[src/rtl/fifo_wr_arbiter_if.sv]
// Write-side bus between the requesters, the arbiter and the async FIFO write port.
interface fifo_wr_arbiter_if #(
  parameter int NUM_REQ = 4,
  parameter int WIDTH   = 8
);
  logic [NUM_REQ-1:0]       i_Req_Valid;
  logic [NUM_REQ*WIDTH-1:0] i_Req_Data;
  logic [NUM_REQ-1:0]       i_Req_Last;
  logic [NUM_REQ-1:0]       o_Req_Ready;
  logic                     i_Full;
  logic                     o_WR_En;
  logic [WIDTH-1:0]         o_WR_Data;
  logic [NUM_REQ-1:0]       o_Grant;
  logic                     o_Busy;

  modport master (
    output i_Req_Valid, i_Req_Data, i_Req_Last, i_Full,
    input  o_Req_Ready, o_WR_En, o_WR_Data, o_Grant, o_Busy
  );

  modport slave (
    input  i_Req_Valid, i_Req_Data, i_Req_Last, i_Full,
    output o_Req_Ready, o_WR_En, o_WR_Data, o_Grant, o_Busy
  );
endinterface

[src/rtl/fifo_wr_arbiter.sv]
// Round-robin burst arbiter sharing the async FIFO write port among NUM_REQ requesters.
// A grant is held until a last-marked word or MAX_BURST words have been written.
module fifo_wr_arbiter_lane #(
  parameter int WIDTH = 8
) (
  input  logic             sel,
  input  logic             valid,
  input  logic             last,
  input  logic             full,
  input  logic [WIDTH-1:0] data,
  output logic             ready,
  output logic             wen,
  output logic             last_acc,
  output logic [WIDTH-1:0] data_q
);
  assign ready    = sel & ~full;
  assign wen      = ready & valid;
  assign last_acc = wen & last;
  assign data_q   = wen ? data : '0;
endmodule

module fifo_wr_arbiter #(
  parameter int NUM_REQ   = 4,
  parameter int WIDTH     = 8,
  parameter int MAX_BURST = 4
) (
  input  logic             i_WR_clk,
  input  logic             i_WR_rst,
  fifo_wr_arbiter_if.slave bus
);
  localparam int IW = $clog2(NUM_REQ);
  localparam int CW = $clog2(MAX_BURST + 1);

  typedef enum logic {IDLE, GRANT} state_t;

  state_t                          state, state_n;
  logic [IW-1:0]                   rr_ptr, rr_n, owner, owner_n, pick, idx;
  logic [IW:0]                     scan;
  logic                            found;
  logic [CW-1:0]                   cnt, cnt_n, cnt_inc;
  logic [NUM_REQ-1:0]              grant, grant_n, sel, rdy, wen, last_acc;
  logic [NUM_REQ-1:0][WIDTH-1:0]   data_m;
  logic                            wr_en, last_hit, rel;
  logic [WIDTH-1:0]                wr_data;

  // Reset gates the lane selects so nothing is written while reset is held.
  always_comb begin
    sel = '0;
    for (int k = 0; k < NUM_REQ; k++)
      sel[k] = (state == GRANT) && !i_WR_rst && (owner == IW'(k));
  end

  for (genvar k = 0; k < NUM_REQ; k++) begin : g_lane
    fifo_wr_arbiter_lane #(.WIDTH(WIDTH)) u_lane (
      .sel      (sel[k]),
      .valid    (bus.i_Req_Valid[k]),
      .last     (bus.i_Req_Last[k]),
      .full     (bus.i_Full),
      .data     (bus.i_Req_Data[k*WIDTH +: WIDTH]),
      .ready    (rdy[k]),
      .wen      (wen[k]),
      .last_acc (last_acc[k]),
      .data_q   (data_m[k])
    );
  end

  always_comb begin
    wr_data = '0;
    for (int k = 0; k < NUM_REQ; k++) wr_data = wr_data | data_m[k];
  end

  assign wr_en    = |wen;
  assign last_hit = |last_acc;
  assign cnt_inc  = cnt + 1'b1;
  assign rel      = wr_en && (last_hit || (cnt_inc == CW'(MAX_BURST)));

  // First valid requester at or above the rr pointer, wrapping.
  always_comb begin
    found = 1'b0;
    pick  = '0;
    scan  = '0;
    idx   = '0;
    for (int i = 0; i < NUM_REQ; i++) begin
      scan = {1'b0, rr_ptr} + (IW+1)'(i);
      if (scan >= (IW+1)'(NUM_REQ)) scan = scan - (IW+1)'(NUM_REQ);
      idx = scan[IW-1:0];
      if (!found && bus.i_Req_Valid[idx]) begin
        found = 1'b1;
        pick  = idx;
      end
    end
  end

  always_comb begin
    state_n = state;
    rr_n    = rr_ptr;
    owner_n = owner;
    cnt_n   = cnt;
    grant_n = grant;
    case (state)
      IDLE: if (found) begin
        state_n = GRANT;
        owner_n = pick;
        cnt_n   = '0;
        grant_n = NUM_REQ'(1) << pick;
      end
      GRANT: if (rel) begin
        state_n = IDLE;
        grant_n = '0;
        cnt_n   = '0;
        rr_n    = (owner == IW'(NUM_REQ-1)) ? '0 : owner + 1'b1;
      end else if (wr_en) begin
        cnt_n   = cnt_inc;
      end
      default: state_n = IDLE;
    endcase
  end

  always_ff @(posedge i_WR_clk) begin
    if (i_WR_rst) begin
      state  <= IDLE;
      rr_ptr <= '0;
      owner  <= '0;
      cnt    <= '0;
      grant  <= '0;
    end else begin
      state  <= state_n;
      rr_ptr <= rr_n;
      owner  <= owner_n;
      cnt    <= cnt_n;
      grant  <= grant_n;
    end
  end

  assign bus.o_Req_Ready = rdy;
  assign bus.o_WR_En     = wr_en;
  assign bus.o_WR_Data   = wr_data;
  assign bus.o_Grant     = grant;
  assign bus.o_Busy      = (state == GRANT);
endmodule

[src/flat_wrapper.sv]
// flat-port wrapper written by rule: the top's interface ports become plain ports
module fifo_wr_arbiter_flat 
#(
  parameter int NUM_REQ   = 4,
  parameter int WIDTH     = 8,
  parameter int MAX_BURST = 4
)
  (i_WR_clk, i_WR_rst, bus_i_Req_Valid, bus_i_Req_Data, bus_i_Req_Last, bus_i_Full, bus_o_Req_Ready, bus_o_WR_En, bus_o_WR_Data, bus_o_Grant, bus_o_Busy);
  fifo_wr_arbiter_if #(.NUM_REQ(NUM_REQ), .WIDTH(WIDTH)) bus_i ();
  input  logic i_WR_clk;
  input  logic i_WR_rst;
  input wire logic [$bits(bus_i.i_Req_Valid)-1:0] bus_i_Req_Valid;
  input wire logic [$bits(bus_i.i_Req_Data)-1:0] bus_i_Req_Data;
  input wire logic [$bits(bus_i.i_Req_Last)-1:0] bus_i_Req_Last;
  input wire logic [$bits(bus_i.i_Full)-1:0] bus_i_Full;
  output wire logic [$bits(bus_i.o_Req_Ready)-1:0] bus_o_Req_Ready;
  output wire logic [$bits(bus_i.o_WR_En)-1:0] bus_o_WR_En;
  output wire logic [$bits(bus_i.o_WR_Data)-1:0] bus_o_WR_Data;
  output wire logic [$bits(bus_i.o_Grant)-1:0] bus_o_Grant;
  output wire logic [$bits(bus_i.o_Busy)-1:0] bus_o_Busy;
  assign bus_i.i_Req_Valid = bus_i_Req_Valid;
  assign bus_i.i_Req_Data = bus_i_Req_Data;
  assign bus_i.i_Req_Last = bus_i_Req_Last;
  assign bus_i.i_Full = bus_i_Full;
  assign bus_o_Req_Ready = bus_i.o_Req_Ready;
  assign bus_o_WR_En = bus_i.o_WR_En;
  assign bus_o_WR_Data = bus_i.o_WR_Data;
  assign bus_o_Grant = bus_i.o_Grant;
  assign bus_o_Busy = bus_i.o_Busy;
  fifo_wr_arbiter #(.NUM_REQ(NUM_REQ), .WIDTH(WIDTH), .MAX_BURST(MAX_BURST)) u_core (.i_WR_clk(i_WR_clk), .i_WR_rst(i_WR_rst), .bus(bus_i));
endmodule
[config.mk]
export PLATFORM = sky130hd
export DESIGN_NAME = fifo_wr_arbiter_flat
export DESIGN_NICKNAME = d
export VERILOG_FILES = /design/src/rtl/fifo_wr_arbiter_if.sv /design/src/rtl/fifo_wr_arbiter.sv /design/src/flat_wrapper.sv
export SDC_FILE = /design/constraint.sdc
export NUM_CORES = 1
export LEC_CHECK = 0
export ABC_AREA = 1
export CORE_MARGIN = 4
export CORE_UTILIZATION = 35
export DETAILED_ROUTE_END_ITERATION = 12
export GPL_TIMING_DRIVEN = 0
export PLACE_DENSITY = 0.74
export SLEW_MARGIN = 15
export SYNTH_ARGS = -nofsm -noshare
export SYNTH_HDL_FRONTEND = slang
export SYNTH_SLANG_ARGS = --single-unit
export TNS_END_PERCENT = 10
[constraint.sdc]
create_clock -name i_WR_clk -period 1.6 [get_ports i_WR_clk]
set_clock_uncertainty 0.1 [all_clocks]
set_input_delay 0.32 -clock i_WR_clk [delete_from_list [all_inputs] [get_ports i_WR_clk]]
set_output_delay 0.32 -clock i_WR_clk [all_outputs]
set_load 0.01 [all_outputs]
# After elaboration in Yosys (flattened, before gate mapping)
# Cells that the tools add are included.
dict set report word_totals {
  regBits 12
  inputBits 43
  output_inout_bits 18
  wordCells 103
}
dict set report op_classes {
  addsub 9
  magnitude_cmp 8
  eq_ne 7
  shifts 1
  muxes 35
  bitwise_logic 17
  reduce_logical 21
}
# operator count
set ops {}
lappend ops {{$mux W8} 4}
lappend ops {{$or A8 B8 Y8} 3}
lappend ops {{$mux W2} 9}
lappend ops {{$and A1 B1 Y1} 12}
lappend ops {{$lt A2 B3 Y1 const B} 4}
lappend ops {{$mux W1} 10}
lappend ops {{$ge A3 B3 Y1 const B} 3}
lappend ops {{$logic_and A1 B1 Y1} 9}
lappend ops {{$mux W3} 3}
lappend ops {{$bmux W1 S2} 4}
lappend ops {{$mux W4} 2}
lappend ops {{$pmux W4 S2} 1}
lappend ops {{$reduce_and A2 Y1} 4}
lappend ops {{$reduce_or A4 Y1} 2}
lappend ops {{$sub A2 B1 Y2 const B} 4}
lappend ops {{$add A2 B2 Y3 const B} 2}
lappend ops {{$pmux W3 S2} 1}
lappend ops {{$eq A2 B2 Y1 const B} 2}
lappend ops {{$logic_not A1 Y1} 4}
lappend ops {{$shl A1 B2 Y4 const A} 1}
lappend ops {{$add A2 B1 Y3 const B} 1}
lappend ops {{$add A3 B1 Y3 const B} 1}
lappend ops {{$eq A3 B3 Y1 const B} 1}
lappend ops {{$ge A2 B3 Y1 const B} 1}
lappend ops {{9 further kinds} 10}

# Longest topological paths before layout
dict set report depth {
  ltp_word 17
  mapped_depth 12
}

# Modules after synthesis
# Synthesis repeated with hierarchy kept, for this count alone.
dict set report hier_totals {
  hier_cells 250
  hier_area_um2 1412.6
}
# module instances cells_each area_per_inst_um2 seq_area_each_um2
set by_module_without_submodules {}
lappend by_module_without_submodules {fifo_wr_arbiter 1 158 1012.2 240.2}
lappend by_module_without_submodules {fifo_wr_arbiter_lane 4 23 100.1 0.0}

# Worst setup path after synthesis
# No wires, ideal clock.
dict set report synth_path {
  path_type {in2out}
  from {in i_WR_rst}
  to {out bus_o_WR_Data[0]}
  arrival_ns 1.240
  slack_ns -0.060
  cell_stages 8
  n_path_buf 1
  path_cell_list {buf_6 inv_6 nand3b_4 nor2_1 nand2_1 inv_1 nand2_1 nand4_1}
}
# element line_no
set synth_lines {}
lappend synth_lines {{start, declared} flat_wrapper.sv:11} ;# input logic i_WR_rst;
lappend synth_lines {{$logic_not A1 Y1} fifo_wr_arbiter.sv:50} ;# sel[k] = (state == GRANT) && !i_WR_rst && (owner == IW'(k));
lappend synth_lines {{$logic_and A1 B1 Y1 (2 in series)} fifo_wr_arbiter.sv:50}
lappend synth_lines {{$and A1 B1 Y1} fifo_wr_arbiter.sv:16} ;# assign ready = sel & ~full;
lappend synth_lines {{named net u_core.g_lane[2].u_lane.ready} fifo_wr_arbiter.sv:11} ;# output logic ready,
lappend synth_lines {{$and A1 B1 Y1} fifo_wr_arbiter.sv:17} ;# assign wen = ready & valid;
lappend synth_lines {{$mux W8} fifo_wr_arbiter.sv:19} ;# assign data_q = wen ? data : '0;
lappend synth_lines {{$or A8 B8 Y8 (2 in series)} fifo_wr_arbiter.sv:69} ;# for (int k = 0; k < NUM_REQ; k++) wr_data = wr_data | data_m[k];
lappend synth_lines {{end, declared} flat_wrapper.sv:18} ;# output wire logic [$bits(bus_i.o_WR_Data)-1:0] bus_o_WR_Data;
# The timed path passes the listed nets, and every way through them passes these cells.

# Worst setup path in the final report
dict set report layout_path {
  from {reg u_core.owner[0]}
  to {out bus_o_WR_Data[4]}
}
# element line_no
set layout_lines {}
lappend layout_lines {{start, declared} fifo_wr_arbiter.sv:37} ;# logic [IW-1:0] rr_ptr, rr_n, owner, owner_n, pick, idx;
lappend layout_lines {{start signal, assigned} fifo_wr_arbiter.sv:129} ;# owner <= owner_n;
lappend layout_lines {{$eq A2 B2 Y1} fifo_wr_arbiter.sv:50}
lappend layout_lines {{$logic_and A1 B1 Y1} fifo_wr_arbiter.sv:50}
lappend layout_lines {{$and A1 B1 Y1} fifo_wr_arbiter.sv:16}
lappend layout_lines {{named net u_core.g_lane[2].u_lane.ready} fifo_wr_arbiter.sv:11}
lappend layout_lines {{$and A1 B1 Y1} fifo_wr_arbiter.sv:17}
lappend layout_lines {{$mux W8} fifo_wr_arbiter.sv:19}
lappend layout_lines {{$or A8 B8 Y8 (2 in series)} fifo_wr_arbiter.sv:69}
# The timed path passes the listed nets, and every way through them passes these cells.

==> results.py <==
metrics = {
    "outcome": {
        "outcome": "finished, violations left",
        "violations": "setup timing",
    },
    "floorplanning": {
        "start_util_pct": 36.3,
        "coreArea_um2": 3340,
        "ios": 61,
        "rows": 21,
        "die_w_um": 66.8,
        "die_h_um": 66.8,
        "dieArea_um2": 4460,
    },
    "detailed_routing": {
        "vias": 1502,
        "drc": 0,
        "dr.pass1.iters": 4,
        "ant_nets": 0,
        "drt_wl_total_mm": 4.02,
        "via_per_inst": 4.54,
        "drt_iter0_drc": 28,
        "wl_per_cell_um": 12.1,
    },
    "min_path": {
        "hp-class": "in2reg",
        "holdPathStages": 2,
        "hold_end": "u_core.bus.o_Grant[3]",
        "hold_start": "i_WR_rst",
    },
    "synthesis": {
        "synth_cell_types": 25,
        "syn_avg_cell_area_um2": 6.17,
        "synth_top_area_cell": "nand2_1",
        "synth_top_area_share_pct": 24.2,
        "netlist_area_um2": 1210,
        "synth_edf_count": 0,
        "async_flop_share_pct": 0,
        "yosysMostFrequentCell": "nand2_1",
        "ys_ff_latch": 12,
        "synth_fp_nets": 245,
        "ys_warn_count": 0,
        "yosysSeqAreaShare_pct": 19.9,
        "ys.flop_type": "dfxtp_1",
        "ys_top_cells_by_area": "nand2_1, dfxtp_1, nand3_1",
        "synth_common_cells": "nand2_1, nand3_1, inv_1",
        "synthCells": 196,
    },
    "grt": {
        "grt_overflow": 0,
        "grt_pass1_wl_mm": 6.13,
        "antenna_found_initial": 0,
        "grtUsageTotal_pct": 17.4,
        "grt_max_degree": 11,
        "grt_pass1_vias": 1349,
    },
    "final_layout": {
        "nets": 335,
        "drive_above_1_share_pct": 37.2,
        "multi_input_area_um2": 905,
        "fillCellCount": 301,
        "final_util_pct": 66.1,
        "syn_to_final_growth_pct": 82.4,
        "fin_area_um2": 2210,
        "antenna_cells": 0,
        "regArea_um2": 254,
    },
    "placed_design": {
        "placed_cell_area_um2": 1860,
        "place_congestion": 0.865,
        "dp_hpwl_mm": 2.90,
        "portBuffers": 59,
    },
    "power": {
        "power_mw": 0.911,
        "switching_share_pct": 29.0,
        "power_density_nw_per_um2": 413,
        "p_leak_nw": 1.10,
        "ir_drop_v": 0.000430,
        "clockPowerShare_pct": 26.0,
        "p_sw_mw": 0.264,
        "p_int_mw": 0.647,
        "p_comb_share_pct": 37.8,
        "seqPwrFrac_pct": 36.2,
    },
    "critical_path": {
        "required_ps": 1180,
        "reg2reg_from": "u_core.owner[0]",
        "reg2reg_depth": 11,
        "crit_top_cell": "inv_4",
        "worst_path_largest_cell_delay_ps": 360,
        "cp-start-kind": "flip-flop",
        "r2r_setup_slack_ps": -250,
        "r2r_end": "u_core.cnt[2]",
        "end_kind": "output pin",
        "cp_max_fo": 5,
        "crit_chain": "inv_4 > ha_4 > inv_2 > nor2_4 > nand2_2 > inv_4 > buf_6 > buf_4 > nand2_1 > nand4_1 > buf_2",
        "cpMaxStageDelayCell": "dfxtp_4",
        "worstSetupPathType": "reg2out",
        "cp.arrival_ps": 1590,
    },
    "sta": {
        "maxSlewHeadroom_pct": 78.7,
        "fmax_mhz": 498,
        "worst_pin_slew_ps": 319,
        "setup_ws_ps": -408,
        "rsz0062_at_grt": "yes",
        "setup_viol": 25,
        "hold_viol": 0,
        "slew_violations": 0,
        "min_period_ps": 2010,
        "fin_crit_sh_pct": 125,
        "whs_ps": 149,
    },
    "clock_tree": {
        "ctsRootBufferMaster": "clkbuf_4",
        "clkLatencyLatePin_ps": 270,
        "cts_tree": "built",
        "cts.path.max_buffers": 2,
        "htree_levels": 1,
        "clkSinkCount": 12,
        "clkTransAtPathRegs_ps": 80,
        "numCtsBuffers": 3,
        "postCtsHoldBufs": 0,
    },
    "run": {
        "drv_cap": 0,
    },
}
cell type report:
class                   count  share of cell area [%]
clock buffers               4                    1.64
plain buffers               7                    3.06
multi-input cells         154                    41.0
inverters                  23                    4.93
well taps                  46                    2.61
flip-flops and latches     12                    11.5
repair buffers             85                    35.3
state kept, by name (all words and copies together) (netlist names):
register and count:
u_core.rr_ptr 2, u_core.owner 2, u_core.bus.o_Busy 1, u_core.cnt 3
u_core.bus.o_Grant 4
cell usage in the layout (no fill, tap or decap), types with 7 or more instances in the layout:
| cell | synthesis | layout |
|---|---|---|
| nand2_1 | 78 | 70 |
| clkdlybuf4s50_1 | 0 | 37 |
| buf_4 | 4 | 23 |
| nand3_1 | 18 | 16 |
| buf_6 | 3 | 15 |
| nand2_2 | 7 | 14 |
| a21oi_1 | 12 | 10 |
| inv_2 | 5 | 9 |
| nand4_1 | 8 | 8 |
| buf_2 | 0 | 8 |
| nor2_1 | 9 | 7 |
| inv_1 | 17 | 7 |
| dfxtp_1 | 12 | 7 |
power groups by stage:
stage / Combinational (mW) / Sequential (mW) / Clock (mW)
after floorplan: 0.130 / 0.337 / 0
after global placement: 0.287 / 0.336 / 0
after detailed placement: 0.288 / 0.336 / 0
after CTS: 0.329 / 0.330 / 0.248
after global routing: 0.373 / 0.333 / 0.262
final: 0.345 / 0.330 / 0.237
stage by stage:
step / TNS [ps] / std cells / worst slack (ps)
after floorplan: -15.8 / 196 / -2.26
after global placement: -16480 / 301 / -986
after detailed placement: -16550 / 301 / -1000
after CTS: -4930 / 327 / -380
after global routing: -8220 / 331 / -487
final: -5900 / 331 / -408
layer usage:
metal / share of wire [%] / wire length, µm / GRT usage [%]
met1: 39 / 1580 / 20.9
met2: 48 / 1930 / 30.7
met3: 12 / 488 / 5.23
met4: 0.55 / 22 / 3.05
met5: 0 / 0 / 0
cells by family after synthesis:
| logic type | after synthesis | share of synthesized area, % |
|---|---|---|
| xor gates and xnor gates | 1 | 0.724 |
| and+or+nand+nor | 130 | 52.1 |
| buffers and inverters | 30 | 12.8 |
| DFF | 12 | 19.9 |
| AOI/OAI and AO/OA | 17 | 8.27 |
| adders and majority gates | 6 | 6.20 |
how the worst max path moves through the flow:
stage | start | to
floorplan | i_WR_rst | bus_o_WR_Data[0]
global placement | bus_i_Req_Valid[1] | bus_o_WR_Data[2]
detailed placement | bus_i_Full | bus_o_WR_Data[2]
CTS | u_core.owner[0] | bus_o_WR_Data[2]
global route | u_core.owner[0] | bus_o_WR_Data[4]
finish | u_core.owner[0] | bus_o_WR_Data[4]
timing repair:
action | CTS | global route
gates resized for setup | 92 | 19
buffers inserted | 22 | 4
pin swaps | 9 | 10
endpoints found under the setup margin | 26 | 29
worst max-delay path: cells and delay by family, from the launching register on:
family                     cells  cell delay [ps]
buffers and inverters          6              530
and+or+nand+nor                4              310
DFF                            1              360
adders and majority gates      1              130
No activity file was read; power rests on OpenSTA's default activity.
==> patch 1 (config.mk and constraints unchanged) <==
`MAX_BURST` is set to 4 in 2 places; all go to 8.
--- a/src/rtl/fifo_wr_arbiter.sv
+++ b/src/rtl/fifo_wr_arbiter.sv
@@ -22,7 +22,7 @@
 module fifo_wr_arbiter #(
   parameter int NUM_REQ   = 4,
   parameter int WIDTH     = 8,
-  parameter int MAX_BURST = 4
+  parameter int MAX_BURST = 8
 ) (
   input  logic             i_WR_clk,
   input  logic             i_WR_rst,
--- a/src/flat_wrapper.sv
+++ b/src/flat_wrapper.sv
@@ -3,7 +3,7 @@
 #(
   parameter int NUM_REQ   = 4,
   parameter int WIDTH     = 8,
-  parameter int MAX_BURST = 4
+  parameter int MAX_BURST = 8
 )
   (i_WR_clk, i_WR_rst, bus_i_Req_Valid, bus_i_Req_Data, bus_i_Req_Last, bus_i_Full, bus_o_Req_Ready, bus_o_WR_En, bus_o_WR_Data, bus_o_Grant, bus_o_Busy);
   fifo_wr_arbiter_if #(.NUM_REQ(NUM_REQ), .WIDTH(WIDTH)) bus_i ();
Check against the original RTL: not equivalent (a bounded check fails within 10 cycles, from zero or initial values and one cycle with i_WR_rst high).
==> patch 1 against the unedited design <==
The flow still finishes with violations (setup timing); register-to-register slack better by 0.03 ns; cell area grew 7.1%; synthesized area rose by 12%; clock power grew 24%; total power up 4.0%; sequential cell count up 1; synthesized cell count increased by 5.6%; routed wire length is 13% higher; worst setup slack improved by 0.017 ns.
==> patch 1: results (changes against the unedited design) <==
stage,metric,value,unit,change
layout,drive_above_1_share,0.4040,,+0.03211
timing,setup_ws,-0.3907,ns,+0.01720 ns
timing,setup_viol,24,,-4.0%
power_and_ir_drop,vdd_drop_max,0.4558,mV,+6.1%
power_and_ir_drop,p_sw_frac,0.2887,,-0.001086
global_route,grt_pass1_wl,7024,um,+15%
drt,vias_per_cell,4.884,,+7.6%
cts,insertion_delay,0.24,ns,-0.03 ns
synth,synth.area.top_cells,"nand2_1 20%, dfxtp_1 19%, nand3_1 6.6%",,
global_route,use_met3,0.03453,,-0.01774
drt,wl,4526,um,+13%
worst_setup_path,slowest_delay,0.39,ns,+0.03 ns
synth,ys_top_cells_by_count,"74 x nand2_1, 18 x nand3_1, 17 x nor2_1",,
placement,post-place-ws,-1.019,ns,-0.01917 ns
drt,route.met2.wl,2099,um,+8.9%
drt,met1_length,1896,um,+20%
placement,dp_hpwl,3079,um,+6.3%
run_status,failed_checks,setup timing,,
drt,route.met3.wl,453,um,-7.2%
layout,num-fill-cells,315,,+4.7%
layout,final_util,0.6364,,-0.02505
synth,synth_compound_area_frac,0.08832,,+0.005586
global_route,grt_use_met1,0.2192,,+0.01065
cts,cts_root_buf,clkbuf_8,,
power_and_ir_drop,p_leak,1.071,nW,-3.0%
synth,synthAdderAreaFrac,0.04600,,-0.01605
timing,tightest_slew,0.2616,ns,-0.05729 ns
global_route,grt_pass1_vias,1585,,+17%
drt,drtIter0Drc,93,,+230%
timing,tns,-5.048,ns,+0.8509 ns
run_status,status,finished with violations,,
global_route,use_met2,0.2942,,-0.01275
synth,yosysSeqAreaShare,0.1914,,-0.007200
global_route,gr-usage-all-layers,0.1751,,+0.0009787
placement,dp.cells,314,,+4.3%
synth,synth_nets,255,,+4.1%
worst_setup_path,worstPathArrival,1.57,ns,-0.02 ns
synth,syn_area_per_cell,6.570,um^2,+6.4%
cts,ctsResizeCount,97,,+5.4%
layout,final_cells,345,,+4.2%
cts,cts_setup_buffers,24,,+9.1%
cts,path_clk_slew,0.06,ns,-0.02 ns
patch 1: path summary, 6_finish.rpt:
kind                         startpoint                    end  slack (ns)  cells past startpoint
setup / recovery        u_core.owner[0]       bus_o_WR_Data[5]       -0.39                     11
hold / removal                 i_WR_rst          u_core.cnt[2]        0.20                      2
setup reg to reg        u_core.owner[0]       u_core.rr_ptr[0]       -0.22                     13
hold reg to reg   u_core.bus.o_Grant[3]  u_core.bus.o_Grant[3]        0.37                      2
patch 1: area by class of cell:
class                      count  area share
inverter                      23     0.04444
timing repair buffer          86      0.3323
multi-input combinational    165      0.4397
sequential                    13      0.1169
tap                           48     0.02540
clock buffer                   4     0.01905
buffer                         6     0.02222
patch 1: power groups by stage:
stage / clock network, W / registers, W / logic [W]
final: 0.000295 / 0.000345 / 0.000308
after global routing: 0.000316 / 0.000347 / 0.000331
after CTS: 0.000308 / 0.000345 / 0.000300
after detailed placement: 0 / 0.000353 / 0.000281
after global placement: 0 / 0.000353 / 0.000279
after floorplan: 0 / 0.000353 / 0.000130
==> patch 2 (same flow settings) <==
Without the edit above. Make the reset (`i_WR_rst`) asynchronous in one clocked block.
--- a/src/rtl/fifo_wr_arbiter.sv
+++ b/src/rtl/fifo_wr_arbiter.sv
@@ -116,7 +116,7 @@
     endcase
   end
 
-  always_ff @(posedge i_WR_clk) begin
+  always_ff @(posedge i_WR_clk or posedge i_WR_rst) begin
     if (i_WR_rst) begin
       state  <= IDLE;
       rr_ptr <= '0;
Formal check against the unedited RTL: differs if i_WR_rst is asserted again (counterexample within 4 cycles, from zero or initial values and one cycle with i_WR_rst high); with i_WR_rst held inactive, the same outputs for 10 cycles.
==> patch 2 against the unedited design <==
The run still ends with setup timing left; highest routed layer unchanged; worst setup slack got worse by 0.14 ns; cell area up 5.4%; routed wire length increased by 11%; global-route usage increased by 2.8 points; critical path depth decreased by 3; sequential cell count is the same; synthesized area rose by 6.2%; via count rose by 4.5%; critical endpoint is now bus_o_WR_Data[6].
Power is left out: it rests on default switching activity, and per cell area and clock period it moved more than threefold.
==> patch 2: results (changes against the unedited design) <==
stage,metric,value,unit,change
placement,dpl_cell_area,0.001951,mm^2,+4.7%
synth,synth_compound_area_frac,0.02434,,-0.05839
layout,register_area,301.5,um^2,+19%
synth,ys_types,26,,+4.0%
layout,signal_buffers,92,,unchanged
worst_setup_path,slowest_delay,0.43,ns,+0.07 ns
drt,vias,1569,,+4.5%
layout,multi_input_gates,152,,-1.3%
layout,multi_input_area,948.4,um^2,+4.8%
synth,yosysSeqAreaShare,0.2337,,+0.03514
synth,ys_top_cells_by_count,"82 x nand2_1, 19 x inv_1, 17 x nand3_1",,
synth,synth_nets,243,,-0.82%
synth,synth.area.top_cells,"nand2_1 24%, dfrtp_1 23%, nand3_1 6.6%",,
cts,path_clk_slew,0.06,ns,-0.02 ns
placement,place_congestion,0.7557,,-13%
global_route,grt_pass1_wl,7100,um,+16%
synth,async_reset_ff_frac,1.000,,+1.000
cts,insertion_delay,0.24,ns,-0.03 ns
timing,relSlewSlack,0.8226,,+0.03600
layout,flops_and_latches,12,,unchanged
run_status,failed_checks,setup timing,,
synth,syn_area_per_cell,6.624,um^2,+7.3%
run_status,status,finished with violations,,
synth,synthAdderAreaFrac,0.05842,,-0.003625
cts,ctsResizeCount,89,,-3.3%
timing,slew_viol_final,0,,unchanged
cts,cts_root_buf,clkbuf_8,,
min_path,min_path_type,in -> async,,
worst_setup_path,ff2ff_setup_slack,-0.32,ns,-0.07 ns
worst_setup_path,worstPathArrival,1.73,ns,+0.14 ns
placement,io_buffers,60,,+1.7%
drt,drtIter0Drc,87,,+210%
layout,syn_to_final_growth,81.11,%,
layout,clkCellAreaFrac,0.02366,,+0.007216
worst_setup_path,r2r-end,u_core.bus.o_Busy,,
drt,wl_per_cell,13.41,um,+11%
layout,final_nets,335,,unchanged
layout,num-fill-cells,276,,-8.3%
worst_setup_path,crit_path_max_fanout,8,,+3
timing,setup_viol,24,,-4.0%
cts,cts_setup_buffers,25,,+14%
worst_setup_path,r2r_start,u_core.owner[1],,
layout,final_area,0.002327,mm^2,+5.4%
placement,post-place-ws,-1.202,ns,-0.2014 ns
layout,inverters_excl_clock,25,,+8.7%
global_route,grt_max_degree,13,,+2
layout,bufAreaShareNonClock,0.3645,,-0.01870
global_route,grt_pass1_vias,1550,,+15%
timing,setup_ws,-0.5512,ns,-0.1433 ns
placement,dp_hpwl,2903,um,+0.20%
-- patch 2: cell types whose count changed after synthesis, sizes merged, moves of 11 or more --
cell,delta
dfrtp,+12
nand2,+11
dfxtp,-12
a21oi,-11
-- patch 2: routing by layer --
metal  share of wire  vias up  track usage
li1                -      794            -
met1            0.41      711       0.2391
met2            0.51       47       0.3683
met3           0.049       17      0.03890
met4           0.027        0      0.05459
met5               0        -            0
-- patch 2: worst max-delay path by stage --
| stage | startpoint | to | slack (ns) | cells after the start |
|---|---|---|---|---|
| 3_5_place_dp | i_WR_rst | bus_o_WR_Data[5] | -1.20 | 9 |
| 2_1_floorplan | u_core.owner[0] | bus_o_WR_Data[3] | -0.01 | 8 |
| 3_3_place_gp | i_WR_rst | bus_o_WR_Data[0] | -1.20 | 9 |
| 4_1_cts | u_core.owner[1] | bus_o_WR_Data[5] | -0.46 | 8 |
| 6_report | u_core.owner[1] | bus_o_WR_Data[6] | -0.55 | 8 |
| 5_1_grt | u_core.owner[1] | bus_o_WR_Data[7] | -0.66 | 11 |
